==> config.mk <==
export PLATFORM = sky130hd
export DESIGN_NAME = pipeline_ctrl
export DESIGN_NICKNAME = d
export VERILOG_FILES = /design/src/rtl/pipeline_ctrl.sv
export SDC_FILE = /design/constraint.sdc
export NUM_CORES = 1
export LEC_CHECK = 0
export BUFFER_PORTS_ARGS = -buffer_cell sky130_fd_sc_hd__buf_2
export CAP_MARGIN = 5
export CORE_MARGIN = 2
export CORE_UTILIZATION = 45
export DETAILED_ROUTE_END_ITERATION = 8
export GPL_ROUTABILITY_DRIVEN = 0
export MAX_ROUTING_LAYER = met4
export PLACE_DENSITY = 0.95
export SLEW_MARGIN = 20
export SYNTH_ARGS = -nofsm -noshare
export SYNTH_HDL_FRONTEND = slang
export SYNTH_SLANG_ARGS = --single-unit
export TNS_END_PERCENT = 30
==> constraint.sdc <==
create_clock -name clk -period 3.4 [get_ports clk]
set_input_delay 0 -clock clk [delete_from_list [all_inputs] [get_ports clk]]
set_output_delay 0 -clock clk [all_outputs]
set_load 0.01 [all_outputs]
==> src/rtl/pipeline_ctrl.sv <==
// pipeline_ctrl: boot / run / drain / halt sequencer and hazard controller
// for the 5-stage core. Hazard strobes are combinational from state and
// inputs; only the sequencing state, cycle counter and stall counter are flops.
module pipeline_ctrl #(
  parameter logic [31:0] BOOT_ADDR    = 32'h0000_0000,
  parameter int          BOOT_CYCLES  = 2,
  parameter int          DRAIN_CYCLES = 4
) (
  input  logic        clk,
  input  logic        rst,
  input  logic        restart,
  input  logic [4:0]  id_rs,
  input  logic [4:0]  id_rt,
  input  logic        id_uses_rt,
  input  logic        ex_mem_read,
  input  logic [4:0]  ex_rt,
  input  logic        branch_taken,
  input  logic [31:0] branch_target,
  input  logic        halt_req,
  output logic        pcSelect,
  output logic [31:0] startAddress,
  output logic        pc_write,
  output logic        ifid_write,
  output logic        ifid_flush,
  output logic        idex_bubble,
  output logic        pc_redirect,
  output logic [31:0] redirect_addr,
  output logic        halted,
  output logic [15:0] stall_count
);

  typedef enum logic [1:0] {
    ST_BOOT  = 2'd0,
    ST_RUN   = 2'd1,
    ST_DRAIN = 2'd2,
    ST_HALT  = 2'd3
  } state_t;

  localparam logic [3:0]  BOOT_CNT_INIT  = 4'(BOOT_CYCLES - 1);
  localparam logic [3:0]  DRAIN_CNT_INIT = 4'(DRAIN_CYCLES - 1);
  localparam logic [15:0] STALL_MAX      = 16'hFFFF;

  state_t      state_q, state_d;
  logic [3:0]  cnt_q, cnt_d;
  logic [15:0] stall_count_q, stall_count_d;
  logic        load_use_s;

  // The boot PC value is a constant; the PC mux only looks at it when pcSelect is high.
  assign startAddress = BOOT_ADDR;
  assign stall_count  = stall_count_q;

  // Load-use hazard: a load in EX writes a register the ID instruction reads (r0 never hazards).
  always_comb begin
    load_use_s = 1'b0;
    if (ex_mem_read && (ex_rt != 5'd0)) begin
      load_use_s = (ex_rt == id_rs) || (id_uses_rt && (ex_rt == id_rt));
    end else begin
      load_use_s = 1'b0;
    end
  end

  // Next-state, counters and per-state strobes; branch beats load-use beats halt in RUN.
  always_comb begin
    state_d       = state_q;
    cnt_d         = cnt_q;
    stall_count_d = stall_count_q;
    pcSelect      = 1'b0;
    pc_write      = 1'b0;
    ifid_write    = 1'b0;
    ifid_flush    = 1'b0;
    idex_bubble   = 1'b0;
    pc_redirect   = 1'b0;
    redirect_addr = 32'h0000_0000;
    halted        = 1'b0;
    case (state_q)
      ST_BOOT: begin
        pcSelect    = 1'b1;
        pc_write    = 1'b1;
        ifid_flush  = 1'b1;
        idex_bubble = 1'b1;
        if (cnt_q == 4'd0) begin
          state_d = ST_RUN;
        end else begin
          cnt_d = cnt_q - 4'd1;
        end
      end
      ST_RUN: begin
        if (branch_taken) begin
          pc_redirect   = 1'b1;
          redirect_addr = branch_target;
          ifid_flush    = 1'b1;
          idex_bubble   = 1'b1;
          pc_write      = 1'b1;
        end else if (load_use_s) begin
          idex_bubble = 1'b1;
          if (stall_count_q != STALL_MAX) begin
            stall_count_d = stall_count_q + 16'd1;
          end else begin
            stall_count_d = stall_count_q;
          end
        end else if (halt_req) begin
          ifid_flush = 1'b1;
          state_d    = ST_DRAIN;
          cnt_d      = DRAIN_CNT_INIT;
        end else begin
          pc_write   = 1'b1;
          ifid_write = 1'b1;
        end
      end
      ST_DRAIN: begin
        ifid_flush = 1'b1;
        if (cnt_q == 4'd0) begin
          state_d = ST_HALT;
        end else begin
          cnt_d = cnt_q - 4'd1;
        end
      end
      ST_HALT: begin
        halted = 1'b1;
        if (restart) begin
          state_d       = ST_BOOT;
          cnt_d         = BOOT_CNT_INIT;
          stall_count_d = 16'h0000;
        end else begin
          state_d = ST_HALT;
        end
      end
      default: begin
        state_d       = ST_BOOT;
        cnt_d         = BOOT_CNT_INIT;
        stall_count_d = 16'h0000;
      end
    endcase
  end

  // Sequencing state registers; reset parks the controller at the start of BOOT.
  always_ff @(posedge clk or posedge rst) begin
    if (rst) begin
      state_q       <= ST_BOOT;
      cnt_q         <= BOOT_CNT_INIT;
      stall_count_q <= 16'h0000;
    end else begin
      state_q       <= state_d;
      cnt_q         <= cnt_d;
      stall_count_q <= stall_count_d;
    end
  end

endmodule

---- Yosys cells after proc, flatten, opt, wreduce, memory -nomap -nowiden ----
Cells that the tools add are included.
cells by class
  reduce and logical (&&, ||, !) cells .... 11
  $add $sub $neg .......................... 2
  mux-type cells .......................... 38
  eq/ne operators ......................... 15
operators with widths
  kind                                                                    number
  16-bit two-way mux                                                      4
  32-bit two-way mux                                                      2
  16-bit one-hot mux with 2 select lines                                  1
  4-bit two-way mux                                                       5
  2-bit inequality test (second input constant)                           9
  16-bit by 1-bit adder with 16-bit output (second input constant)        1
  16-bit inequality test (second input constant)                          1
  1-bit two-way mux                                                       15
  5-bit AND reduction                                                     3
  2-bit two-way mux                                                       6
  4-bit one-hot mux with 3 select lines                                   1
  5-bit equality test                                                     2
  2-bit one-hot mux with 4 select lines                                   1
  1-bit one-hot mux with 2 select lines                                   3
  5-bit nonzero test                                                      1
  2-bit equality test (second input constant)                             2
  4-bit logical NOT                                                       1
  4-bit by 1-bit subtractor with 4-bit output (second input constant)     1
  2-bit by 1-bit equality test with 1-bit output (second input constant)  1
  1-bit logical AND                                                       2
  2-bit logical NOT                                                       1
  2-bit nonzero test                                                      1
  2-bit OR reduction                                                      1
  1-bit logical OR                                                        1
word-level totals
  logic and storage cells ................. 69
  register bits ........................... 22
  output and inout port bits .............. 87
  input bits .............................. 54

---- Depth between registers and ports, before layout ----
Gate-level depths: netlist of the first run.
  depth in word-level cells ............... 7
  gate-level depth with buffers ........... 8

---- Worst setup path before layout of the first run ----
OpenSTA, ideal clock, no wires.
  path type ............................... reg2reg
  start ................................... register stall_count_q[0], in the netlist stall_count[0]
  end ..................................... register stall_count_q[8], in the netlist stall_count[8]
  buffers on the path ..................... 0
  arrival ................................. 1.925 ns
  stages on the path, launching flop included .. 7
  slack ................................... 1.398 ns
  setup time .............................. 0.078 ns
  cell sequence ........................... dfrtp_1 -> ha_1 -> nand3_1 -> nor4_1 -> or3_4 -> or4_1 -> a21boi_1
on the way
  word-level cells in the longest chain between the ends .. 5
  elaborated cells on any way between the ends .. 8
  classes of those cells .................. add/sub (1); eq/ne (2); mux (4); reduce/logical (1)
ends and longest elaborated chain
  element                                   RTL line  RTL
  start: declaration                        45        logic [15:0] stall_count_q, stall_count_d;
  start signal: assignment                  145       stall_count_q <= stall_count_d;
  16-bit by 1-bit adder with 16-bit output  97        stall_count_d = stall_count_q + 16'd1;
  16-bit two-way mux                        96        if (stall_count_q != STALL_MAX) begin
  16-bit two-way mux                        94        end else if (load_use_s) begin
  16-bit two-way mux                        88        if (branch_taken) begin
  16-bit one-hot mux with 2 select lines    75        case (state_q)
Parallel ways exist; a longest one is shown, timed or not. The select of a mux whose other input is x is not followed.
A chain may end at the register's enable or synchronous reset.

---- Worst setup path after layout of the first run ----
  start ................................... register state_q[1]
  end ..................................... register stall_count_q[1], in the netlist stall_count[1]
on the way
  word-level cells in the longest chain between the ends .. 3
  elaborated cells on any way between the ends .. 9
  classes of those cells .................. eq/ne (6); mux (1); reduce/logical (2)
ends and longest elaborated chain
  element                                                                                RTL line  RTL
  start: declaration                                                                     43        state_t state_q, state_d;
  start signal: assignment                                                               143       state_q <= state_d;
  2-bit by 1-bit equality test with 1-bit output or 2-bit equality test (tied branches)  75
  2-bit inequality test (no source line) or 2-bit nonzero test (tied branches)           --
  5-bit AND reduction (no source line)                                                   --
Parallel ways exist; a longest one is shown, timed or not.

==> impl_metrics.ini, run 1 <==
[finish]
nets = 405
syn2layout_area_growth_pct = 26.2
antennaDiodeCount = 0
fillerInstances = 377
drive_gt1_share_pct = 36.9

[clock_network]
cts_resized = 0
cts_tree = yes
numCtsBuffers = 3
cts_max_path_buffers = 2
clkSinkCount = 22
cts_root_buf = clkbuf_8
htreeDepth = 1
clkLatencyLatePin_ps = 270
clk_pin_slew_ps = 80

[pwr]
p_leak_nw = 1.49
peakVddDrop_uv = 238
total_power_w = 0.00103
p_per_area_mw_per_mm2 = 411

[sta]
finalHoldViolCount = 0
fmax_mhz = 393
finalCritPeriodShare_pct = 74.8
setup_tns_ps = 0
skew_ps = 1.75
worst_slew_pin_slew_ps = 851
rsz0062_at_grt = false
slew_violations = 0
fin_crit_ps = 2540
setup_viol = 0
slew_headroom_pct = 43.2

[critical_path]
start_kind = flip-flop
crit_path_end_kind = flip-flop
critPathArrivalTime_ps = 2700
worstSetupPathType = reg2reg
crit_fanout = 34
cp.required_ps = 3560
r2r_slack_ps = 860

[logic_synthesis]
synthFlopType = dfrtp_1
syn_inst = 244
synth_edf_count = 0
syn-cell-area_mm2 = 0.00199
ys_types = 50
avgSynthCellArea_um2 = 8.14
yosys_register_bits = 22
yosysWarnings = 0
yosysSeqAreaShare_pct = 27.8
synthArstFlopShare_pct = 100

[place]
hpwlAfterDp_um = 4270
io_buffers = 108

[floorplan]
dieHeight_um = 70.4
start_util_pct = 46.2
core_area_mm2 = 0.00429
die_area_mm2 = 0.00496
pin_count = 141
row_count = 24
die_w_um = 70.4

[global_route]
first_global_vias = 1927
grt_first_pass_wirelength_um = 8790
grt_overflow = 0
antenna_found_initial = 0
grt_use_total_pct = 21.8
grt_max_degree = 36

[route]
wl_um = 5540
num_vias = 2117
post_drt_via_cell_ratio = 5.31
drt_iter0_markers = 151
drt-pass1-iter-count = 4
route.detailed.drc = 0
post_drt_wl_per_cell_um = 13.9
ant_nets = 0

[hold_path]
hold_path.class = in2reg

[status]
outcome = finished clean

[job]
drv_cap = 0
-- worst paths after layout --
kind	from	to	depth (start not counted)
worst min register to register	cnt_q[0]	cnt_q[0]	1
worst max register to register	state_q[1]	stall_count[1]	6
worst max-delay path	state_q[1]	stall_count[1]	6
worst min-delay path	halt_req	state_q[1]	3
max in group asynchronous	rst	stall_count[9]	3
min in group asynchronous	rst	stall_count[12]	3
-- kinds of logic (layout without fill, tap and decap cells) --
family / Yosys count / after routing / synth area share, %
AND/OR/NAND/NOR: 92 / 92 / 27.3
AO/OA/AOI/OAI: 61 / 61 / 20.2
buffers and inverters: 53 / 125 / 17.1
flip-flops: 22 / 22 / 27.8
XOR/XNOR: 10 / 10 / 4.41
adder cells (fa/ha/maj): 3 / 3 / 1.89
multiplexers: 2 / 2 / 1.07
other: 1 / 32 / 0.189
-- final cells by class --
class	count	area [um2]	area share [%]
Multi-Input combinational cell	200	1210	48.3
Tap cell	52	65.1	2.60
Clock inverter	1	30.0	1.20
Inverter	9	33.8	1.35
Clock buffer	3	41.3	1.65
Sequential cell	22	552	22.0
Timing Repair Buffer	112	573	22.9
-- cell usage in the layout (no fill, tap or decap), drive strengths merged, types with 3 or more instances in the layout --
cell    netlist  final
buf          36    111
and3         35     35
conb          1     32
dfrtp        21     21
a21oi        15     15
a31oi        14     14
nand2        11     11
xnor2        10     10
inv           9      9
o21a          8      8
nor2          8      8
nor3          8      8
o21ai         8      8
nand3         6      6
nand4         6      6
nor4          4      4
a21o          4      4
ha            3      3
clkbuf        8      3
or4           3      3
-- synthesized netlist by cell type (2+ instances only) --
cell / number / area, um2
a41oi_1: 2 / 17.5
a21oi_1: 15 / 75.1
nor4_1: 4 / 25.0
o21ai_2: 2 / 17.5
nor2_1: 8 / 30.0
nand3_1: 6 / 30.0
dfrtp_1: 21 / 526
inv_1: 9 / 33.8
a31oi_1: 14 / 87.6
o21ai_0: 5 / 25.0
a21o_1: 4 / 30.0
xnor2_1: 10 / 87.6
nand2_1: 10 / 37.5
buf_2: 2 / 10.0
and3_1: 33 / 206
nand3b_1: 2 / 15.0
nor2b_1: 2 / 12.5
and3_2: 2 / 15.0
clkbuf_1: 7 / 26.3
o311ai_0: 2 / 17.5
ha_1: 3 / 37.5
or2_2: 2 / 12.5
or4_1: 2 / 15.0
nand4_1: 6 / 37.5
nor3_1: 8 / 40.0
buf_4: 32 / 240
o21a_1: 8 / 60.1
-- flip-flops by register name, indices dropped and copies added (netlist names) --
signal and count:
stall_count 16, cnt_q 4, state_q 2
-- stage by stage --
stage / area [um2] / utilization, % / setup slack [ps] / instances / hold slack [ps]
6_report: 2510 / 58.4 / 858 / 399 / 76.4
5_1_grt: 2510 / 58.4 / 743 / 399 / 106
4_1_cts: 2510 / 58.4 / 886 / 399 / 65.3
3_5_place_dp: 2420 / 56.5 / 927 / 394 / 212
3_3_place_gp: 2420 / 56.5 / 991 / 394 / 194
2_1_floorplan: 2100 / - / 1400 / 275 / -11.5
-- what timing repair did --
item | CTS | global route
hold endpoints to repair | 21 | 0
hold buffers | 1 | 0
setup buffers | 0 | 0
-- worst max-delay path, stage by stage, from the launching register on --
cell and delay (ps):
dfrtp_1 630, and2b_4 580, nand2_4 100, or3_4 350, o21ai_2 220, buf_4 220, mux2_2 340
-- report_power, final --
part | internal, W | switching, W
clock network | 0.000157 | 0.0000932
logic | 0.000183 | 0.000232
registers | 0.000306 | 0.0000590
-- layer usage --
metal / up-vias / track usage, % / wire (um) / part of all wire [%]
met5: - / - / 0 / 0
met4: 0 / 5.34 / 29 / 0.52
met3: 4 / 2.45 / 406 / 7.3
li1: 1036 / - / - / -
met2: 98 / 35.2 / 2700 / 49
met1: 979 / 29.1 / 2410 / 43
Note: power is estimated with default switching activity, not from simulation.
==> inputs of run 2 (changes only) <==
Settings changed: ABC_AREA set to 1, CORE_UTILIZATION 45 to 39, PLACE_DENSITY 0.95 to 0.88.
Clock period 3.4 ns to 2.1 ns, I/O delays scaled along.
==> impl_metrics.ini, run 2 <==
[finish]
fillerInstances = 574
mostFrequentLayoutCell = nand2_1
syn2layout_area_growth_pct = 25.0
antennaDiodeCount = 0
final_cell_mix = nand2_1 (138), buf_2 (108), nor2_1 (64)
drive_gt1_share_pct = 27.5
final_util_pct = 50.5
largest_reg_flops = 16
nets = 549

[route]
ant_nets = 0
num_vias = 2549
drt_iter0_markers = 93
post_drt_via_cell_ratio = 4.53
post_drt_wl_per_cell_um = 10.1
wl_um = 5710
drt-pass1-iter-count = 4
route.detailed.drc = 0

[logic_synthesis]
synth_edf_count = 0
synthFlopType = dfrtp_1
syn_inst = 387
synth.top_cells.by_count = nand2_1 (138), nor2_1 (64), buf_4 (33)
yosysTopAreaCellShare_pct = 23.5
avgSynthCellArea_um2 = 5.79
syn-cell-area_mm2 = 0.00224
yosys_register_bits = 22
yosysWarnings = 0
synth_area_leader_cell = dfrtp_1
synthTopCellsByArea = dfrtp_1 (23%), nand2_1 (23%), buf_4 (11%)
ys_types = 30
yosysSeqAreaShare_pct = 24.6
synthArstFlopShare_pct = 100
synth_most_common_cell = nand2_1

[hold_path]
holdPathEnd = cnt_q[1]
holdPathStages = 4
worstHoldStart = restart
hold_path.class = in2reg

[clock_network]
clk_pin_slew_ps = 80
clkLatencyLatePin_ps = 270
cts_tree = yes
cts_resized = 0
cts_max_path_buffers = 2
cts_root_buf = clkbuf_8
post_cts_buffers = 0
clkSinkCount = 22
htreeDepth = 1
postCtsHoldBufs = 1
numCtsBuffers = 3

[sta]
worst_slew_pin_slew_ps = 874
slew_violations = 0
setup_tns_ps = 0
finalCritPeriodShare_pct = 88.0
skew_ps = 6.92
setup_viol = 0
slew_headroom_pct = 41.7
rsz0062_at_grt = false
fmax_mhz = 541
fin_crit_ps = 1850
finalHoldViolCount = 0

[floorplan]
core_area_mm2 = 0.00554
die_w_um = 79.8
row_count = 27
pin_count = 141
start_util_pct = 40.4
die_area_mm2 = 0.00637
dieHeight_um = 79.8

[critical_path]
critPathArrivalTime_ps = 2010
worstReg2RegStart = cnt_q[0]
start_kind = flip-flop
worstSetupPathType = reg2reg
r2r_cells = 10
crit_fanout = 5
cp.required_ps = 2260
crit_path_end_kind = flip-flop
timing.rr.end = cnt_q[3]
r2r_slack_ps = 250

[place]
hpwlAfterDp_um = 4450
io_buffers = 108

[global_route]
first_global_vias = 2256
grt_overflow = 0
grt_first_pass_wirelength_um = 9430
antenna_found_initial = 0
grt_max_degree = 35
grt_use_total_pct = 18.3

[pwr]
p_leak_nw = 1.74
peakVddDrop_uv = 437
p_per_area_mw_per_mm2 = 815

[job]
drv_cap = 0

[status]
outcome = finished clean
## run 2: layout make-up
class | instances | area (um2) | area share, %
repair buffers | 113 | 581 | 20.7
clock inverters | 1 | 30.0 | 1.07
clock buffers | 3 | 41.3 | 1.47
inverters | 40 | 150 | 5.36
multi-input cells | 312 | 1360 | 48.4
well taps | 72 | 90.1 | 3.22
flip-flops and latches | 22 | 552 | 19.7
## run 2: kinds of logic (layout without fill, tap and decap cells)
family / Yosys count / after routing / share of synthesized area (%)
AO/OA/AOI/OAI: 20 / 20 / 5.36
AND/OR/NAND/NOR: 255 / 255 / 47.3
flip-flops: 22 / 22 / 24.6
buffers and inverters: 84 / 157 / 20.0
adder cells (fa/ha/maj): 3 / 3 / 1.68
other: 1 / 32 / 0.167
XOR/XNOR: 2 / 2 / 0.782
## run 2: worst max-delay path by stage
stage / from / cells after the start / slack, ps / end
5_1_grt: cnt_q[0] / 9 / 80 / cnt_q[1]
6_report: cnt_q[0] / 10 / 250 / cnt_q[3]
3_5_place_dp: cnt_q[0] / 9 / 250 / cnt_q[1]
4_1_cts: cnt_q[0] / 9 / 240 / cnt_q[1]
2_1_floorplan: stall_count[0] / 11 / 450 / stall_count[15]
3_3_place_gp: cnt_q[0] / 10 / 300 / cnt_q[3]
## run 2: power by group
group | internal, W | total [W] | switching [W]
registers | 0.000522 | 0.000643 | 0.000121
logic | 0.000432 | 0.00124 | 0.000805
clock network | 0.000255 | 0.000403 | 0.000148
total | 0.00121 | 0.00228 | 0.00107
## run 2: routing by layer
| layer | vias to the layer above | routed length (um) | global-route usage, % |
|---|---|---|---|
| met1 | 1101 | 2530 | 21.5 |
| met4 | 0 | 23 | 2.88 |
| li1 | 1334 | - | - |
| met3 | 4 | 408 | 3.28 |
| met2 | 110 | 2740 | 33.4 |
| met5 | - | 0 | - |
## run 2: worst max-delay path, stage by stage, from the launching register on
cell and delay, ps:
dfstp_2 560, inv_1 70, ha_1 190, nand2_1 60, nor2_1 40, inv_1 80
o22ai_1 90, nor2_1 250, nand3_1 220, nand2_1 110, nand2_1 60
## run 2: stage by stage
step / total power [W] / cells / setup slack (ps) / area, um2 / hold slack [ps]
3_3_place_gp: 0.00184 / 558 / 305 / 2720 / 201
4_1_cts: 0.00231 / 563 / 238 / 2800 / 109
2_1_floorplan: 0.00155 / 418 / 445 / 2360 / -11.5
3_5_place_dp: 0.00189 / 558 / 254 / 2720 / 226
5_1_grt: 0.00249 / 563 / 81.9 / 2800 / 127
6_report: 0.00228 / 563 / 252 / 2800 / 117
